`src/rtl/asm_display_sched_if.sv`:
```
// ---------------------------------------------------------------------------
// asm_display_sched_if
//  Bundle of the display scheduler's board-facing signals: debounced button
//  pulses, the shared seven-segment lookup bus and the anode/segment drive.
//
//  btn_up/down/left/right  1  one-cycle cursor move pulses
//  btn_mode                1  one-cycle pulse, toggles letter-digit visibility
//  ssd_in                  7  segment code returned by the lookup block (active-low)
//  row_out/col_out         3  cursor coordinates presented to the lookup block
//  alpha_out               1  lookup select: letter (1) or numeric (0)
//  r_c_out                 1  numeric select: row (1) or col (0)
//  an                      4  anode enables, active-low, an[0] = rightmost
//  seg                     7  segment drive, active-low
//
//  master : board/bench side (drives buttons and the lookup result)
//  slave  : scheduler side
// ---------------------------------------------------------------------------
interface asm_display_sched_if;
  logic       btn_up;
  logic       btn_down;
  logic       btn_left;
  logic       btn_right;
  logic       btn_mode;
  logic [6:0] ssd_in;
  logic [2:0] row_out;
  logic [2:0] col_out;
  logic       alpha_out;
  logic       r_c_out;
  logic [3:0] an;
  logic [6:0] seg;

  modport master (
    output btn_up, btn_down, btn_left, btn_right, btn_mode, ssd_in,
    input  row_out, col_out, alpha_out, r_c_out, an, seg
  );

  modport slave (
    input  btn_up, btn_down, btn_left, btn_right, btn_mode, ssd_in,
    output row_out, col_out, alpha_out, r_c_out, an, seg
  );
endinterface

```
`src/rtl/asm_display_sched.sv`:
```
// ---------------------------------------------------------------------------
// asm_display_sched
//  Cursor/scan controller for a 4-digit seven-segment display. Keeps a
//  cursor (row 1..4, col 1..5) moved by button pulses and time-multiplexes
//  one external combinational lookup block across the four digits:
//    slot0 -> col digit, slot1 -> row digit, slot2 -> blank spacer,
//    slot3 -> cursor letter (blanked when mode = 0).
//  Each slot is BLANK_CYC clocks with all anodes off followed by REFRESH_DIV
//  clocks with its anode lit.
//
//  clk  : system clock, rising edge
//  rst  : synchronous reset, active-high
//  bus  : asm_display_sched_if.slave (buttons, lookup bus, an/seg drive)
// ---------------------------------------------------------------------------
module asm_display_sched #(
  parameter int unsigned REFRESH_DIV = 100000,
  parameter int unsigned BLANK_CYC   = 2
) (
  input  logic               clk,
  input  logic               rst,
  asm_display_sched_if.slave bus
);

  localparam int unsigned CNT_MAX = (REFRESH_DIV > BLANK_CYC) ? REFRESH_DIV : BLANK_CYC;
  localparam int unsigned CW      = (CNT_MAX > 1) ? $clog2(CNT_MAX) : 1;
  localparam logic [6:0]  SEG_OFF = 7'b1111111;

  typedef enum logic {ST_BLANK, ST_DRIVE} state_e;

  state_e        state_q, state_d;
  logic [CW-1:0] cnt_q, cnt_d;
  logic [1:0]    slot_q, slot_d;
  logic [2:0]    row_q, row_d, col_q, col_d;
  logic          mode_q, mode_d;
  logic [2:0]    lk_row_q, lk_row_d, lk_col_q, lk_col_d;
  logic          lk_alpha_q, lk_alpha_d, lk_rc_q, lk_rc_d;
  logic [6:0]    seg_q, seg_d;

  logic blank_first, blank_last, drive_last;

  // One shared phase counter: it counts 0..BLANK_CYC-1 in BLANK and
  // 0..REFRESH_DIV-1 in DRIVE, restarting at every state change.
  assign blank_first = (state_q == ST_BLANK) && (cnt_q == '0);
  assign blank_last  = (state_q == ST_BLANK) && (cnt_q == CW'(BLANK_CYC - 1));
  assign drive_last  = (state_q == ST_DRIVE) && (cnt_q == CW'(REFRESH_DIV - 1));

  // -------------------------------------------------------------------------
  // FSM: state register
  // -------------------------------------------------------------------------
  always_ff @(posedge clk) begin
    // NOTE: non-blocking assignments for all state so every register samples
    // pre-edge values regardless of process ordering.
    if (rst) state_q <= ST_BLANK;
    else     state_q <= state_d;
  end

  // -------------------------------------------------------------------------
  // FSM: next-state logic
  // -------------------------------------------------------------------------
  always_comb begin
    // NOTE: every always_comb output gets a default first, so no path can
    // leave it unassigned and infer a latch.
    state_d = state_q;
    unique case (state_q)
      ST_BLANK: if (blank_last) state_d = ST_DRIVE;
      ST_DRIVE: if (drive_last) state_d = ST_BLANK;
    endcase
  end

  // -------------------------------------------------------------------------
  // Datapath next-state: counter, slot, cursor, lookup inputs, segments
  // -------------------------------------------------------------------------
  always_comb begin
    cnt_d      = cnt_q + CW'(1);
    slot_d     = slot_q;
    row_d      = row_q;
    col_d      = col_q;
    mode_d     = mode_q ^ bus.btn_mode;
    lk_row_d   = lk_row_q;
    lk_col_d   = lk_col_q;
    lk_alpha_d = lk_alpha_q;
    lk_rc_d    = lk_rc_q;
    seg_d      = seg_q;

    if (blank_last) cnt_d = '0;
    if (drive_last) begin
      cnt_d  = '0;
      slot_d = slot_q + 2'd1;
    end

    // Opposing pulses cancel; row and col move independently.
    if (bus.btn_up && !bus.btn_down)
      row_d = (row_q == 3'd1) ? 3'd4 : row_q - 3'd1;
    else if (bus.btn_down && !bus.btn_up)
      row_d = (row_q == 3'd4) ? 3'd1 : row_q + 3'd1;

    if (bus.btn_left && !bus.btn_right)
      col_d = (col_q == 3'd1) ? 3'd5 : col_q - 3'd1;
    else if (bus.btn_right && !bus.btn_left)
      col_d = (col_q == 3'd5) ? 3'd1 : col_q + 3'd1;

    // Snapshot the cursor once per slot; the lookup then has the rest of
    // BLANK to settle before its result is captured.
    if (blank_first) begin
      lk_row_d   = row_q;
      lk_col_d   = col_q;
      lk_alpha_d = (slot_q == 2'd3);
      lk_rc_d    = (slot_q == 2'd1);
    end

    if (blank_last) begin
      if (slot_q == 2'd2 || (slot_q == 2'd3 && !mode_q)) seg_d = SEG_OFF;
      else                                               seg_d = bus.ssd_in;
    end
  end

  always_ff @(posedge clk) begin
    if (rst) begin
      cnt_q      <= '0;
      slot_q     <= 2'd0;
      row_q      <= 3'd1;
      col_q      <= 3'd1;
      mode_q     <= 1'b1;
      lk_row_q   <= 3'd1;
      lk_col_q   <= 3'd1;
      lk_alpha_q <= 1'b0;
      lk_rc_q    <= 1'b0;
      seg_q      <= SEG_OFF;
    end else begin
      cnt_q      <= cnt_d;
      slot_q     <= slot_d;
      row_q      <= row_d;
      col_q      <= col_d;
      mode_q     <= mode_d;
      lk_row_q   <= lk_row_d;
      lk_col_q   <= lk_col_d;
      lk_alpha_q <= lk_alpha_d;
      lk_rc_q    <= lk_rc_d;
      seg_q      <= seg_d;
    end
  end

  // -------------------------------------------------------------------------
  // FSM: outputs (anodes decoded from registered state only)
  // -------------------------------------------------------------------------
  always_comb begin
    bus.an = 4'b1111;
    if (state_q == ST_DRIVE) bus.an = ~(4'b0001 << slot_q);
    bus.seg       = seg_q;
    bus.row_out   = lk_row_q;
    bus.col_out   = lk_col_q;
    bus.alpha_out = lk_alpha_q;
    bus.r_c_out   = lk_rc_q;
  end

endmodule
```
`src/flat_wrapper.sv`:
```
// flat-port wrapper written by rule: the top's interface ports become plain ports
module asm_display_sched_flat 
#(
  parameter int unsigned REFRESH_DIV = 100000,
  parameter int unsigned BLANK_CYC   = 2
)
  (clk, rst, bus_btn_up, bus_btn_down, bus_btn_left, bus_btn_right, bus_btn_mode, bus_ssd_in, bus_row_out, bus_col_out, bus_alpha_out, bus_r_c_out, bus_an, bus_seg);
  asm_display_sched_if bus_i ();
  input  logic clk;
  input  logic rst;
  input wire logic [$bits(bus_i.btn_up)-1:0] bus_btn_up;
  input wire logic [$bits(bus_i.btn_down)-1:0] bus_btn_down;
  input wire logic [$bits(bus_i.btn_left)-1:0] bus_btn_left;
  input wire logic [$bits(bus_i.btn_right)-1:0] bus_btn_right;
  input wire logic [$bits(bus_i.btn_mode)-1:0] bus_btn_mode;
  input wire logic [$bits(bus_i.ssd_in)-1:0] bus_ssd_in;
  output wire logic [$bits(bus_i.row_out)-1:0] bus_row_out;
  output wire logic [$bits(bus_i.col_out)-1:0] bus_col_out;
  output wire logic [$bits(bus_i.alpha_out)-1:0] bus_alpha_out;
  output wire logic [$bits(bus_i.r_c_out)-1:0] bus_r_c_out;
  output wire logic [$bits(bus_i.an)-1:0] bus_an;
  output wire logic [$bits(bus_i.seg)-1:0] bus_seg;
  assign bus_i.btn_up = bus_btn_up;
  assign bus_i.btn_down = bus_btn_down;
  assign bus_i.btn_left = bus_btn_left;
  assign bus_i.btn_right = bus_btn_right;
  assign bus_i.btn_mode = bus_btn_mode;
  assign bus_i.ssd_in = bus_ssd_in;
  assign bus_row_out = bus_i.row_out;
  assign bus_col_out = bus_i.col_out;
  assign bus_alpha_out = bus_i.alpha_out;
  assign bus_r_c_out = bus_i.r_c_out;
  assign bus_an = bus_i.an;
  assign bus_seg = bus_i.seg;
  asm_display_sched #(.REFRESH_DIV(REFRESH_DIV), .BLANK_CYC(BLANK_CYC)) u_core (.clk(clk), .rst(rst), .bus(bus_i));
endmodule
```
`config.mk`:
```
export PLATFORM = sky130hd
export DESIGN_NAME = asm_display_sched_flat
export DESIGN_NICKNAME = d
export VERILOG_FILES = /design/src/rtl/asm_display_sched_if.sv /design/src/rtl/asm_display_sched.sv /design/src/flat_wrapper.sv
export SDC_FILE = /design/constraint.sdc
export NUM_CORES = 1
export LEC_CHECK = 0
export CORE_MARGIN = 4
export CORE_UTILIZATION = 57
export DETAILED_ROUTE_END_ITERATION = 10
export PLACE_DENSITY = 0.84
export SETUP_SLACK_MARGIN = 0.5
export SLEW_MARGIN = 40
export SYNTH_ARGS = -nofsm -noshare
export SYNTH_HDL_FRONTEND = slang
export SYNTH_SLANG_ARGS = --single-unit
```
`constraint.sdc`:
```
create_clock -name clk -period 2.9 [get_ports clk]
set_input_delay 0.29 -clock clk [delete_from_list [all_inputs] [get_ports clk]]
set_output_delay 0.29 -clock clk [all_outputs]
set_load 0.03 [all_outputs]
```
==> results of run 1 <==
## cells in the final DEF, fill, tap and decap left out, types with 8 or more instances in the layout
cell type / netlist / layout
ha_1: 17 / 17
nor3_1: 18 / 18
clkdlybuf4s50_1: 0 / 32
o21ai_0: 12 / 12
nand2_1: 10 / 10
dfxtp_1: 42 / 42
nand3_1: 17 / 17
inv_1: 17 / 17
xor2_1: 8 / 8
a21oi_1: 11 / 11
nor2_1: 13 / 13
## cell type report
| type | count | area [um2] | share of cell area (%) |
|---|---|---|---|
| flip-flops and latches | 42 | 841 | 32.4 |
| clock buffers | 5 | 68.8 | 2.65 |
| inverters | 17 | 63.8 | 2.46 |
| well taps | 46 | 57.6 | 2.22 |
| multi-input cells | 171 | 1190 | 45.7 |
| repair buffers | 34 | 335 | 12.9 |
| clock inverters | 3 | 45.0 | 1.73 |
## stage by stage
stage	instance area, um2	worst slack (ps)	hold slack, ps
final	2600	811	484
after CTS	2600	824	487
after detailed placement	2480	876	473
after global routing	2600	678	509
after floorplan	2140	1210	409
after global placement	2480	890	462
## registers in the layout, indices dropped and copies added, names as in the netlist
name,count
u_core.mode_q,1
u_core.row_q,3
u_core.state_q,1
u_core.slot_q,2
u_core.bus.col_out,3
u_core.bus.seg,7
u_core.bus.alpha_out,1
u_core.cnt_q,17
u_core.bus.row_out,3
u_core.col_q,3
u_core.bus.r_c_out,1
## power by group through the flow
stage | registers, mW | logic, mW | clock network, mW
3_5_place_dp | 0.687 | 0.373 | 0
3_3_place_gp | 0.684 | 0.370 | 0
4_1_cts | 0.673 | 0.377 | 0.473
2_1_floorplan | 0.730 | 0.209 | 0
6_report | 0.673 | 0.377 | 0.463
5_1_grt | 0.681 | 0.417 | 0.499
## metal layers
layer / global-route usage, % / wire length [um] / up-vias
met5: 0 / 0 / -
met3: 5.94 / 307 / 7
met1: 22.2 / 1970 / 859
met4: 6.51 / 42 / 0
met2: 32.6 / 2230 / 47
li1: - / - / 923
## synthesized netlist by cell type, types with 2 or more instances
cell type,number
a31o_2,2
nand3_1,17
mux2i_1,2
nor3b_1,2
xnor2_1,7
o21bai_1,2
dfxtp_1,42
or3_1,4
inv_1,17
nor3_1,18
nand4_1,5
a21oi_1,11
nand2_1,10
nand3b_1,2
clkbuf_1,5
and2_1,2
o22a_1,7
a211oi_1,6
buf_2,4
nor2_1,13
ha_1,17
o21ai_0,12
nor4_1,3
xor2_1,8
nand2b_1,3
and4_1,3
## final timing paths
kind | to | slack, ps | cells past startpoint
min | u_core.bus.r_c_out | 480 | 2
min reg2reg | u_core.bus.r_c_out | 480 | 2
max | u_core.bus.seg[5] | 810 | 4
max reg2reg | u_core.bus.seg[5] | 810 | 4
## worst max-delay path: stages, from the launching register on
cell and delay (ps):
dfxtp_1 380, nor4_1 360, and4_1 500, a31o_2 580, o22a_1 210
## cell families after synthesis
| logic type | share of synthesized area, % |
|---|---|
| simple gates | 23.4 |
| fa+ha+maj | 9.95 |
| mux | 1.46 |
| buf+inv | 5.15 |
| xor+xnor | 6.15 |
| flops | 39.3 |
| compound gates | 14.6 |
==> summary.txt, run 1 <==
DRC Markers: 0
# IOs: 33
Antenna-violating nets left: 0
Skew-Pair Late Insertion Delay: 300 ps
GRT Util Overall: 19.0%
Final-layout fill cell count: 277
Power, Total: 1.51 mW
Worst min-delay path category: flop to flop
Seq/Total Area, Yosys: 39.3%
Layout Utilization: 74.9%
Max Slew Vio Count: 0
VDD IR max: 0.441 mV
Seq cells post-synth: 42
Net Sw Power: 0.472 mW
Syn Inst Count: 240
Switching share of total power: 31.2%
WS Path Type: flop to flop
Library cells used by synthesis: 42
Diodes inserted: 0
CTS sink count: 42
CTS tree: yes
Clk slew on worst S/H paths: 80 ps
R2R Path Start: u_core.cnt_q[9]
Post-synth EDFFs: 0
Dominant cells by area after synthesis: dfxtp_1 (39%), ha_1 (10%), nor3_1 (4.2%), nand3_1 (4.0%), xor2_1 (3.3%)
Data arrival, critical path: 2330 ps
Number of synthesis warnings: 0
Setup TNS: 0 ps
HP Start: u_core.bus.r_c_out
Post-synth ARST share: 0%
Vias in the first global route: 1774
Crit-path max FO: 24
H-tree Lvls: 2
Top FF cell, synth: dfxtp_1
Post-CTS Hold Fix Bufs: 0
RSZ-0062 raised after global routing: false
Minimum clock period after layout: 2090 ps
First-pass GRT wire length: 7.63 mm
Max cap viols: 0
Detailed Place HPWL: 3.08 mm
Final std cells w/o fill: 318
Max_slew headroom: 58.2%
Total CTS buffers: 5
Combinational share of power: 24.9%
Share of cells above drive strength 1: 7.35%
Initial DRC count: 88
Internal power: 1.04 mW
Total number of vias: 1836
Power share of the sequential group: 44.5%
# port buffers: 32
Die area: 4790 um2
Area growth, synth to finish: 21.5%
Post-Syn Area: 2140 um2
Post-CTS sizing: 0
Pre-antenna DRT Iters: 4
Startpoint Class: flop
Final Hold Vio Count: 0
Initial Util: 61.6%
Placed Cells incl. Taps: 310
Die width: 69.2 um
Critical Path RT: 3140 ps
Post-CTS Setup Bufs: 0
Gr ovfl total: 0
Leading area contributor after synthesis: dfxtp_1
PwrDens: 582 nW/um2
Lkg Pwr: 0.960 nW
Worst Setup End Kind: flop
Skew final: 4.05 ps
Global placement routability congestion: 0.858
Synthesized net count: 271
Worst-margin pin slew: 621 ps
Nets: 302
Achievable frequency: 479 MHz
Root Buffer: clkbuf_8
Outcome: finished, final reports clean
Post-DR vias/cell: 5.77
Initial antenna violation count: 0
Tcrit/Tclk final: 72.0%
Mean post-synth cell area: 8.90 um2
Pin count of the biggest net entering global routing: 25
Bufs on Longest Clock Path: 2
Core area: 3470 um2
Die H: 69.2 um
Row cnt: 21
Setup Viol. Count Final: 0
DR WL/cell: 14.3 um
Clock share of power: 30.6%
Top-area cell type share of the netlist area: 39.3%
Worst Setup SP: u_core.cnt_q[9]
Total wire length: 4.54 mm
(Power assumes the default switching activity.)
==> run 2, diff against run 1 <==
--- a/config.mk
+++ b/config.mk
@@ -6,9 +6,9 @@
 export NUM_CORES = 1
 export LEC_CHECK = 0
 export CORE_MARGIN = 4
-export CORE_UTILIZATION = 57
+export CORE_UTILIZATION = 48
 export DETAILED_ROUTE_END_ITERATION = 10
-export PLACE_DENSITY = 0.84
+export PLACE_DENSITY = 0.75
 export SETUP_SLACK_MARGIN = 0.5
 export SLEW_MARGIN = 40
 export SYNTH_ARGS = -nofsm -noshare
==> constraint.sdc (replaced) <==
create_clock -name clk -period 1.8 [get_ports clk]
set_input_delay 0.18 -clock clk [delete_from_list [all_inputs] [get_ports clk]]
set_output_delay 0.18 -clock clk [all_outputs]
set_load 0.03 [all_outputs]
==> run 2 against run 1 <==
Cell count rose by 6.9%. Critical path depth unchanged. Utilization decreased by 5.6 points. Final area up 15%. Non-clock buffer count grew 16. Clock power increased by 38%. Combinational power rose by 98%. Sequential power is 63% higher. Sequential share of layout area down 2.6 points. Largest cell class unchanged. Largest power group unchanged. Highest routed layer unchanged.
==> summary.txt, run 2 (same netlist as run 1, synthesis figures left out) <==
Final worst slack: 223 ps (-587 ps)
Share of cells above drive strength 1: 31.6% (+24 points)
DRC Markers: 0 (unchanged)
Largest register FFs: 17 (unchanged)
Antenna-violating nets left: 0 (unchanged)
Max Slew Vio Count: 0 (unchanged)
Total wire length: 5.18 mm (+14%)
Nets: 318 (+5.3%)
GRT Util Overall: 18.6% (-0.32 points)
# port buffers: 32 (unchanged)
Placed Cells incl. Taps: 319 (+2.9%)
DR WL/cell: 15.2 um (+6.7%)
Data arrival, critical path: 1770 ps (-560 ps)
Total number of vias: 1921 (+4.6%)
CTS sink count: 42 (unchanged)
H-tree Lvls: 2 (unchanged)
Max_slew headroom: 73.7% (+15 points)
CTS tree: yes
Bufs on Longest Clock Path: 2 (unchanged)
PwrDens: 829 nW/um2 (+42%)
Worst reg2reg endpoint: u_core.slot_q[0]
Setup Viol. Count Final: 0 (unchanged)
Initial DRC count: 135 (+53%)
Root Buffer: clkbuf_8
Cell Area, Placed: 2580 um2 (+3.9%)
Worst Setup End Kind: flop
Skew final: 9.41 ps (+5.37 ps)
Layout Utilization: 69.2% (-5.6 points)
Top reg by flops: u_core.cnt_q
Commonest non-fill, non-tap cell in the layout: dfxtp_1
Vias in the first global route: 1854 (+4.5%)
Global placement routability congestion: 0.849 (-0.98%)
Die area: 5580 um2 (+17%)
Pre-antenna DRT Iters: 4 (unchanged)
# IOs: 33 (unchanged)
Power, Total: 2.48 mW (+64%)
Clk slew on worst S/H paths: 90 ps (about the same)
HP Start: bus_ssd_in[0]
Die H: 74.7 um (+7.9%)
Fin Hold WS: 465 ps (-18.9 ps)
Tcrit/Tclk final: 87.6% (+16 points)
Achievable frequency: 634 MHz (+33%)
Diodes inserted: 0 (unchanged)
Crit-path max FO: 5 (-79%)
Lkg Pwr: 1.10 nW (+15%)
VDD IR max: 0.634 mV (+44%)
Final-layout fill cell count: 326 (+18%)
Startpoint Class: flop
Pin count of the biggest net entering global routing: 25 (unchanged)
Die width: 74.7 um (+7.9%)
WS Path Type: flop to flop
Post-route cell area: 2990 um2 (+15%)
Post-CTS Hold Fix Bufs: 0 (unchanged)
Post-Place Worst Slack: 169 ps (-706 ps)
Initial antenna violation count: 0 (unchanged)
Gr ovfl total: 0 (unchanged)
Minimum clock period after layout: 1580 ps (-513 ps)
Detailed Place HPWL: 3.25 mm (+5.4%)
Final std cells w/o fill: 340 (+6.9%)
Critical Path RT: 2000 ps (-1140 ps)
Worst-margin pin slew: 389 ps (-232 ps)
Row cnt: 24 (+14%)
WHS Endpoint: u_core.bus.seg[0]
Setup TNS: 0 ps (unchanged)
Core area: 4320 um2 (+25%)
R2R Path Start: u_core.cnt_q[5]
Final Hold Vio Count: 0 (unchanged)
Outcome: finished, final reports clean
R2R setup slack: 220 ps (-590 ps)
R2R depth: 4 (unchanged)
Hold Path Stages: 2 (unchanged)
Most frequent cells in the layout: dfxtp_1 (23), nor3_1 (16), nand3_1 (15), dlygate4sd2_1 (15), buf_4 (14)
Worst min-delay path category: input port to flop
Initial Util: 49.4% (-12 points)
Skew-Pair Late Insertion Delay: 300 ps (about the same)
First-pass GRT wire length: 8.15 mm (+6.8%)
Max cap viols: 0 (unchanged)
Post-DR vias/cell: 5.65 (-2.1%)
Area growth, synth to finish: 40.1%
Total CTS buffers: 5 (unchanged)
RSZ-0062 raised after global routing: true
## run 2: critical path: stages (launching register included)
cell and delay, ps:
dfxtp_4 370, or3_4 370, nor3_2 150, and4_4 280, mux2_4 300
## run 2: final cells by class
| class | count | area (um2) | area share [%] |
|---|---|---|---|
| clock buffer | 6 | 82.6 | 2.76 |
| clock inverter | 2 | 12.5 | 0.418 |
| inverter | 17 | 66.3 | 2.21 |
| tap | 52 | 65.1 | 2.17 |
| sequential | 42 | 892 | 29.8 |
| timing repair buffer | 50 | 483 | 16.1 |
| multi-input combinational | 171 | 1390 | 46.5 |
## run 2: how the worst max path moves through the flow
stage / from / to / cells past startpoint
2_1_floorplan: u_core.cnt_q[8] / u_core.slot_q[0] / 5
3_3_place_gp: bus_btn_down / u_core.row_q[2] / 6
3_5_place_dp: bus_btn_down / u_core.row_q[2] / 6
4_1_cts: u_core.cnt_q[2] / u_core.bus.seg[6] / 5
5_1_grt: u_core.cnt_q[5] / u_core.state_q / 5
6_report: u_core.cnt_q[5] / u_core.slot_q[0] / 4
## run 2: timing repair
action	4_1_cts	5_1_grt
resized for setup	71	40
buffers inserted	9	3
setup endpoints to repair	58	45
pin swaps	4	4
cloned	0	1
endpoints found under the hold margin	0	0
## run 2: metal layers
metal | global-route usage (%) | wire length [um] | vias to the layer above
met3 | 4.54 | 273 | 11
met4 | 7.31 | 123 | 0
met5 | 0 | 0 | -
li1 | - | - | 957
met2 | 32.4 | 2580 | 56
met1 | 22.1 | 2200 | 897
## run 2: where the power goes
group / internal, mW / switching, mW / leakage, nW
sequential: 1.01 / 0.0863 / 0.353
combinational: 0.336 / 0.410 / 0.701
clock: 0.308 / 0.333 / 0.0472
total: 1.65 / 0.829 / 1.10
==> run 3, diff against run 2 <==
--- a/config.mk
+++ b/config.mk
@@ -6,9 +6,9 @@
 export NUM_CORES = 1
 export LEC_CHECK = 0
 export CORE_MARGIN = 4
-export CORE_UTILIZATION = 48
+export CORE_UTILIZATION = 53
 export DETAILED_ROUTE_END_ITERATION = 10
-export PLACE_DENSITY = 0.75
+export PLACE_DENSITY = 0.79
 export SETUP_SLACK_MARGIN = 0.5
 export SLEW_MARGIN = 40
 export SYNTH_ARGS = -nofsm -noshare
==> constraint.sdc (replaced) <==
create_clock -name clk -period 1.56 [get_ports clk]
set_input_delay 0.156 -clock clk [delete_from_list [all_inputs] [get_ports clk]]
set_output_delay 0.156 -clock clk [all_outputs]
set_load 0.03 [all_outputs]
==> run 3 against run 2 <==
The run now ends with negative setup slack left. Final area up 14%. Utilization up 21 points. Register-to-register slack worse by 280 ps. Power grew 27%. Maximum frequency is 2.7% lower. Clock skew grew 3.6 ps. Via count rose by 16%. Hold slack got worse by 47 ps. Sequential share of layout area decreased by 3.4 points. Sequential power increased by 17%. Global-route usage is 4.2 points higher. Clock power grew 8.9%. Critical path type unchanged. Largest cell class unchanged.
==> summary.txt, run 3 (same netlist as run 1, synthesis figures left out) <==
Final worst slack: -61.1 ps (-285 ps)
Pin count of the biggest net entering global routing: 25 (unchanged)
# IOs: 33 (unchanged)
WS Path Type: flop to flop
Failing checks: negative setup slack
Row cnt: 22 (-8.3%)
Data arrival, critical path: 1830 ps (+60 ps)
Power, Total: 3.15 mW (+27%)
Power share of the sequential group: 41.0% (-3.1 points)
Final Hold Vio Count: 0 (unchanged)
Tcrit/Tclk final: 104% (+16 points)
Post-CTS Hold Fix Bufs: 0 (unchanged)
Clock share of power: 22.2% (-3.6 points)
Gr ovfl total: 0 (unchanged)
Worst Setup End Kind: flop
H-tree Lvls: 2 (unchanged)
Area growth, synth to finish: 59.1%
Pre-antenna DRT Iters: 4 (unchanged)
Combinational share of power: 36.9% (+6.8 points)
Clk slew on worst S/H paths: 80 ps (about the same)
Largest register FFs: 17 (unchanged)
Die H: 71.5 um (-4.3%)
Worst-margin pin slew: 328 ps (-60.8 ps)
Total wire length: 7.52 mm (+45%)
DRC Markers: 0 (unchanged)
FF/Latch Area: 896 um2 (+0.42%)
Setup Viol. Count Final: 16 (+16)
Cell Area, Placed: 2810 um2 (+9.0%)
Net Sw Power: 1.15 mW (+39%)
Final-layout fill cell count: 153 (-53%)
Initial Util: 56.7% (+7.2 points)
Area occupied by multi-input gates: 1620 um2 (+16%)
Post-route cell area: 3400 um2 (+14%)
Global placement routability congestion: 0.794 (-6.5%)
Lkg Pwr: 1.29 nW (+18%)
Most frequent cells in the layout: buf_4 (42), dfxtp_1 (20), buf_2 (15)
Startpoint Class: flop
Nets: 348 (+9.4%)
RSZ-0062 raised after global routing: true
Antenna-violating nets left: 0 (unchanged)
Total CTS buffers: 5 (unchanged)
Switching share of total power: 36.5% (+3.1 points)
CTS sink count: 42 (unchanged)
Initial antenna violation count: 0 (unchanged)
CTS tree: yes
First-pass GRT wire length: 9.31 mm (+14%)
Die area: 5110 um2 (-8.4%)
Vias in the first global route: 2086 (+13%)
Core area: 3770 um2 (-13%)
Top reg by flops: u_core.cnt_q
Initial DRC count: 218 (+61%)
Critical Path RT: 1760 ps (-240 ps)
Commonest non-fill, non-tap cell in the layout: buf_4
VDD IR max: 1.00 mV (+58%)
Achievable frequency: 617 MHz (-2.7%)
Root Buffer: clkbuf_8
Total number of vias: 2220 (+16%)
Skew-Pair Late Insertion Delay: 310 ps (about the same)
GRT Util Overall: 22.9% (+4.2 points)
# port buffers: 32 (unchanged)
Share of cells above drive strength 1: 52.2% (+21 points)
Bufs on Longest Clock Path: 2 (unchanged)
Crit-path max FO: 4 (-1)
Worst min-delay path category: input port to flop
Internal power: 2.00 mW (+21%)
Outcome: finished with violations
Die width: 71.5 um (-4.3%)
PwrDens: 926 nW/um2 (+12%)
Max_slew headroom: 77.8% (+4.1 points)
Post-DR vias/cell: 6.07 (+7.4%)
Detailed Place HPWL: 3.56 mm (+9.5%)
Skew final: 13.0 ps (+3.60 ps)
DR WL/cell: 20.5 um (+35%)
Minimum clock period after layout: 1620 ps (+44.5 ps)
Max Slew Vio Count: 0 (unchanged)
Max cap viols: 0 (unchanged)
Diodes inserted: 0 (unchanged)
## run 3: path summary, 6_finish.rpt
check	from	endpoint	slack, ps	depth (start not counted)
worst max-delay path	u_core.cnt_q[8]	u_core.slot_q[0]	-60	4
worst max register to register	u_core.cnt_q[8]	u_core.slot_q[0]	-60	4
worst min register to register	u_core.bus.seg[3]	u_core.bus.seg[3]	480	1
worst min-delay path	bus_btn_right	u_core.col_q[1]	420	5
## run 3: power by group through the flow
stage,sequential [mW],clock (mW),combinational (mW)
floorplan,1.38,0,0.469
global placement,1.29,0,0.819
detailed placement,1.30,0,0.838
CTS,1.27,0.681,0.941
global route,1.30,0.767,1.22
finish,1.29,0.698,1.16
## run 3: area by class of cell
type / instances / area share, %
clock inverter: 2 / 0.258
multi-input combinational: 171 / 47.6
clock buffer: 6 / 2.13
sequential: 42 / 26.4
inverter: 17 / 2.39
timing repair buffer: 80 / 19.5
tap: 48 / 1.77
## run 3: worst max-delay path, cell delays in order, from the launching register on
cell	delay [ps]
dfxtp_2	340
or3_1	400
nor3_2	180
and4_4	290
mux2_4	310
## run 3: metal layers
layer	wire [um]	part of all wire, %	track usage (%)	vias up
met3	453	6.0	5.61	32
met1	2840	38	25.3	1067
li1	-	-	-	1012
met5	0	0	0	-
met4	310	4.1	10.9	0
met2	3910	52	40.7	109
## run 3: what timing repair did
action / 4_1_cts / 5_1_grt
pin swaps: 12 / 28
resized for setup: 136 / 63
setup buffers: 14 / 9
setup endpoints to repair: 60 / 45
cloned: 0 / 1
## run 3: metrics by stage
step | std cells | TNS [ps] | hold WS, ps | setup slack, ps | util, %
finish | 366 | -383 | 418 | -61.1 | 90.1
global route | 366 | -1070 | 440 | -113 | 90.1
floorplan | 240 | 0 | 275 | 13.7 | -
detailed placement | 334 | -110 | 471 | -75.4 | 74.6
global placement | 334 | 0 | 460 | 16.4 | 74.6
CTS | 356 | 0 | 439 | 61.2 | 81.1
